<file path="config.mk">
export PLATFORM = sky130hd
export DESIGN_NAME = picorv_mem_bridge
export DESIGN_NICKNAME = d
export VERILOG_FILES = /design/src/rtl/picorv_mem_bridge.sv
export SDC_FILE = /design/constraint.sdc
export NUM_CORES = 1
export LEC_CHECK = 0
export BUFFER_PORTS_ARGS = -buffer_cell sky130_fd_sc_hd__clkbuf_2
export CELL_PAD_IN_SITES_DETAIL_PLACEMENT = 0
export CELL_PAD_IN_SITES_GLOBAL_PLACEMENT = 1
export CORE_MARGIN = 2
export CORE_UTILIZATION = 32
export DETAILED_ROUTE_END_ITERATION = 7
export GPL_ROUTABILITY_DRIVEN = 0
export GPL_TIMING_DRIVEN = 0
export PLACE_DENSITY_LB_ADDON = 0.08
export SLEW_MARGIN = 20
export SYNTH_ARGS = -nofsm -noshare
export SYNTH_HDL_FRONTEND = slang
export SYNTH_SLANG_ARGS = --single-unit
</file>
<file path="constraint.sdc">
create_clock -name clk_i -period 1.8 [get_ports clk_i]
set_input_delay 0.36 -clock clk_i [delete_from_list [all_inputs] [get_ports clk_i]]
set_output_delay 0.36 -clock clk_i [all_outputs]
set_load 0.02 [all_outputs]
</file>
<file path="src/rtl/picorv_mem_bridge.sv">
// rtl/picorv_mem_bridge.sv - PicoRV32 native memory port to tagged cache request/response bridge.
// Optional response watchdog enabled by defining PICORV_MEM_BRIDGE_TIMEOUT_EN.
module picorv_mem_bridge #(
    parameter int TID_W          = 6,
    parameter int TIMEOUT_CYCLES = 1024
) (
    input  logic             clk_i,
    input  logic             rst_ni,
    input  logic             mem_valid_i,
    input  logic [31:0]      mem_addr_i,
    input  logic [31:0]      mem_wdata_i,
    input  logic [3:0]       mem_wstrb_i,
    output logic             mem_ready_o,
    output logic [31:0]      mem_rdata_o,
    output logic             req_valid_o,
    input  logic             req_ready_i,
    output logic [31:0]      req_addr_o,
    output logic [31:0]      req_wdata_o,
    output logic [3:0]       req_be_o,
    output logic             req_is_store_o,
    output logic [TID_W-1:0] req_tid_o,
    input  logic             rsp_valid_i,
    input  logic [TID_W-1:0] rsp_tid_i,
    input  logic [31:0]      rsp_rdata_i,
    input  logic             rsp_error_i,
    output logic             busy_o,
    output logic             err_o
);

    typedef enum logic [1:0] {IDLE, REQ, WAIT, RESP} state_t;

    state_t           state;
    logic [TID_W-1:0] tid_cnt;
    logic [TID_W-1:0] exp_tid;
    logic             rsp_match;

    // Only a response tagged with the single outstanding TID, seen in WAIT, completes a transaction.
    assign rsp_match = rsp_valid_i && (state == WAIT) && (rsp_tid_i == exp_tid);
    assign req_tid_o = tid_cnt;

`ifdef PICORV_MEM_BRIDGE_TIMEOUT_EN
    localparam int CNT_W = $clog2(TIMEOUT_CYCLES + 1);
    logic [CNT_W-1:0] wait_cnt;
`endif

    always_ff @(posedge clk_i or negedge rst_ni) begin
        if (!rst_ni) begin
            state          <= IDLE;
            mem_ready_o    <= 1'b0;
            mem_rdata_o    <= 32'h0;
            req_valid_o    <= 1'b0;
            req_addr_o     <= 32'h0;
            req_wdata_o    <= 32'h0;
            req_be_o       <= 4'h0;
            req_is_store_o <= 1'b0;
            tid_cnt        <= '0;
            exp_tid        <= '0;
            busy_o         <= 1'b0;
            err_o          <= 1'b0;
`ifdef PICORV_MEM_BRIDGE_TIMEOUT_EN
            wait_cnt       <= '0;
`endif
        end else begin
            mem_ready_o <= 1'b0;
            if (rsp_valid_i && !rsp_match) begin
                err_o <= 1'b1;
            end
            case (state)
                IDLE: begin
                    if (mem_valid_i) begin
                        req_addr_o     <= mem_addr_i;
                        req_wdata_o    <= mem_wdata_i;
                        req_is_store_o <= |mem_wstrb_i;
                        req_be_o       <= (|mem_wstrb_i) ? mem_wstrb_i : 4'hF;
                        req_valid_o    <= 1'b1;
                        busy_o         <= 1'b1;
                        state          <= REQ;
                    end
                end
                REQ: begin
                    if (req_ready_i) begin
                        exp_tid     <= tid_cnt;
                        tid_cnt     <= tid_cnt + TID_W'(1);
                        req_valid_o <= 1'b0;
                        state       <= WAIT;
`ifdef PICORV_MEM_BRIDGE_TIMEOUT_EN
                        wait_cnt    <= '0;
`endif
                    end
                end
                WAIT: begin
                    if (rsp_match) begin
                        mem_rdata_o <= req_is_store_o ? 32'h0 : rsp_rdata_i;
                        if (rsp_error_i) begin
                            err_o <= 1'b1;
                        end
                        mem_ready_o <= 1'b1;
                        state       <= RESP;
                    end
`ifdef PICORV_MEM_BRIDGE_TIMEOUT_EN
                    // Leaving WAIT retires exp_tid, so a late response is treated as stray.
                    else if (wait_cnt == CNT_W'(TIMEOUT_CYCLES - 1)) begin
                        mem_rdata_o <= 32'hDEADBEEF;
                        err_o       <= 1'b1;
                        mem_ready_o <= 1'b1;
                        state       <= RESP;
                    end else begin
                        wait_cnt <= wait_cnt + CNT_W'(1);
                    end
`endif
                end
                RESP: begin
                    busy_o <= 1'b0;
                    state  <= IDLE;
                end
                default: state <= IDLE;
            endcase
        end
    end

endmodule

</file>
==> summary.txt <==
Outcome
  • Status: finished, violations left
  • Failing checks: negative setup slack

Place
  • Port Buffers: 222
  • Dpl ws: -425 ps
  • Dpl cells: 776
  • Dpl hpwl: 8.86 mm

Yosys
  • Async S/R FF share, synth: 100%
  • Seq/Total Area, Yosys: 62.4%
  • Syn avg cell area: 12.9 sq um
  • Post-Syn Area: 4770 sq um
  • Largest cells by area after synthesis: dfrtp_1, mux2_2, nand2b_1, o21ai_0, nand2_1
  • Post-synth top flop: dfrtp_1
  • Synth top cells by count: dfrtp_1, mux2_2, nand2_1, o21ai_0, nand2b_1
  • Yosys warns: 0
  • Post-synthesis cell type count: 23
  • Syn nets: 487
  • Count leader, synth: dfrtp_1
  • Mapped Cells: 369
  • Post-synth top area cell: dfrtp_1
  • Yosys reg bits: 119
  • Post-synth top area share: 62.4%
  • EDFF count, synth: 0

Setup path
  • Crit-path max cell delay: 390 ps
  • Worst path slowest cell: dfrtp_1
  • Startpoint class of the critical path: register
  • CP endpoint kind: register
  • Crit path cell chain: inv_2 > ha_4 > nand2_2 > nor4_2 > nand4_1 > buf_6 > a21oi_2 > mux2_2
  • Crit Path Class: register to register
  • R2R setup slack: -2 ps
  • Worst Path Required: 2090 ps
  • CP Max Fanout: 6
  • Data arrival, critical path: 2090 ps

Die
  • Die area: 15900 sq um
  • Starting density of the core: 32.9%
  • DIE WIDTH: 126 um
  • Rows: 44
  • Top Ports: 223
  • Die height: 126 um
  • Core area: 14500 sq um

Detailed routing
  • Routed length per instance: 14.9 um
  • Post-route DRC: 0
  • DR vias: 3684
  • Initial DRC count: 79
  • 1st-pass router iterations: 4
  • Post-route ant nets: 0
  • Post-Route WL: 12.2 mm
  • DR vias/cell: 4.50

CTS
  • CTS Root Cell: clkbuf_16
  • Max H-tree Level: 4
  • Maximum clock path buffer count: 2
  • Num CTS Buffers: 17
  • TritonCTS clock tree: built
  • CTS sink cnt: 119
  • Worst-skew pair later-pin latency: 410 ps
  • Clk pin slew, worst setup/hold paths: 50 ps

STA
  • Fin crit share: 100%
  • Fmax: 0.555 GHz
  • RSZ-0062 raised after global routing: true
  • Clock skew: 7.87 ps
  • Final WS setup: -2.02 ps
  • Relative slew margins: 69.2%
  • # setup viols final: 1
  • Fin crit period: 1800 ps
  • Final Hold Fails: 0
  • Slew Viols, Final: 0
  • Setup_tns: -2.02 ps
  • Tightest Pin Transition: 461 ps

Final layout
  • P&R area growth vs syn: 48.8%
  • Share of layout cells above drive strength 1: 58.9%
  • Nets: 740
  • Ant. Diodes: 0
  • Non-filler cells, final: 819
  • Fillers: 1390

Power
  • Leak: 3.59 nW
  • Worst vdd ir: 0.821 mV
  • Pwr per Cell Area: 1770 nW/um^2
  • Switching Fraction: 35.0%
  • Clk pwr share: 28.0%
  • Sequential fraction of design power: 34.7%
  • Switching power: 4.39 mW
  • Power Internal: 8.15 mW
  • Combinational power share: 37.2%

GRT
  • Grt ovf: 0
  • Antenna violations before repair: 0
  • Largest net degree at the start of global routing: 68
  • Gr usage total: 15.5%
  • Vias in the first global route: 3805
  • First-pass GRT wire length: 19.3 mm

Job
  • Max Cap Viol: 0

Worst hold path
  • Hold crit path type: primary input to register
-- what timing repair did --
item,CTS,global route
pin swaps,1,4
setup buffers,2,2
cloned,0,6
setup endpoints to repair,105,100
endpoints found under the hold margin,52,0
hold buffers,1,0
resized for setup,11,72
-- metrics by stage --
stage | cell area [sq um] | hold WS, ps | power [mW] | utilization, %
3_3_place_gp | 6120 | 440 | 8.83 | 42.1
3_5_place_dp | 6150 | 350 | 8.94 | 42.3
2_1_floorplan | 4770 | 64.4 | 7.26 | -
6_report | 7110 | 168 | 12.5 | 48.9
4_1_cts | 6820 | 155 | 12.6 | 47.0
5_1_grt | 7110 | 161 | 13.3 | 48.9
-- power groups by stage --
stage	combinational [mW]	sequential, mW	clock [mW]
detailed placement	4.54	4.40	0
finish	4.67	4.36	3.51
global route	5.06	4.53	3.74
floorplan	1.71	5.55	0
global placement	4.49	4.34	0
CTS	4.62	4.36	3.60
-- area by class of cell --
type | instances | area (sq um) | share of cell area [%]
inverter | 5 | 18.8 | 0.264
timing repair buffer | 234 | 1340 | 18.9
buffer | 18 | 174 | 2.45
tap | 184 | 230 | 3.24
multi-input combinational | 227 | 1740 | 24.5
clock inverter | 9 | 120 | 1.69
sequential | 119 | 2980 | 41.9
clock buffer | 23 | 498 | 7.01
-- routing by layer --
layer,global-route usage [%],vias up,routed length (um)
met1,18.5,1785,4870
li1,-,1751,-
met2,25.5,127,6140
met5,0,-,0
met4,6.27,0,259
met3,5.95,21,918
-- kinds of logic (layout without fill, tap and decap cells) --
kind of cell    after synthesis  in the layout  share of synthesized area, %
flops                       119            119                          62.4
simple gates                 92             92                          9.43
mux                          72             72                          17.0
compound gates               46             46                          5.06
buf+inv                      23            289                          2.57
xor+xnor                     11             11                          2.02
fa+ha+maj                     6              6                          1.57
-- placed cells by master (no fill, tap or decap), types with 5 or more instances in the layout --
cell,Yosys,final
buf_6,3,6
clkbuf_1,8,5
clkbuf_16,0,23
clkbuf_2,0,224
clkbuf_8,0,6
clkinv_2,0,6
dfrtp_1,119,118
mux2_2,72,72
nand2_1,44,31
nand2_2,0,13
nand2b_1,33,33
o21ai_0,39,8
o21ai_1,0,28
xnor2_1,8,8
-- registers in the layout (all words and copies together), names as in the netlist --
name	flops
req_is_store_o	1
mem_rdata_o	32
busy_o	1
req_addr_o	32
err_o	1
state	2
mem_ready_o	1
exp_tid	6
req_wdata_o	32
req_valid_o	1
req_tid_o	6
req_be_o	4
-- path summary, 6_finish.rpt --
check / start / to / depth (start not counted)
min reg2reg: err_o$_DFF_PN0_ / err_o$_DFF_PN0_ / 1
min in group asynchronous: rst_ni / mem_rdata_o[12]$_DFFE_PN0P_ / 2
max in group asynchronous: rst_ni / req_wdata_o[24]$_DFFE_PN0P_ / 3
max reg2reg: state[0]$_DFFE_PN0P_ / state[1]$_DFFE_PN0P_ / 8
max: state[0]$_DFFE_PN0P_ / state[1]$_DFFE_PN0P_ / 8
min: rsp_rdata_i[6] / mem_rdata_o[6]$_DFFE_PN0P_ / 3
-- critical path: cells and delay by family (launching register included) --
family | cells | cell delay, ps
AO/OA/AOI/OAI | 1 | 170
adder cells (fa/ha/maj) | 1 | 160
buffers and inverters | 2 | 280
flip-flops | 1 | 390
multiplexers | 1 | 340
AND/OR/NAND/NOR | 3 | 350
(Power assumes the default switching activity.)
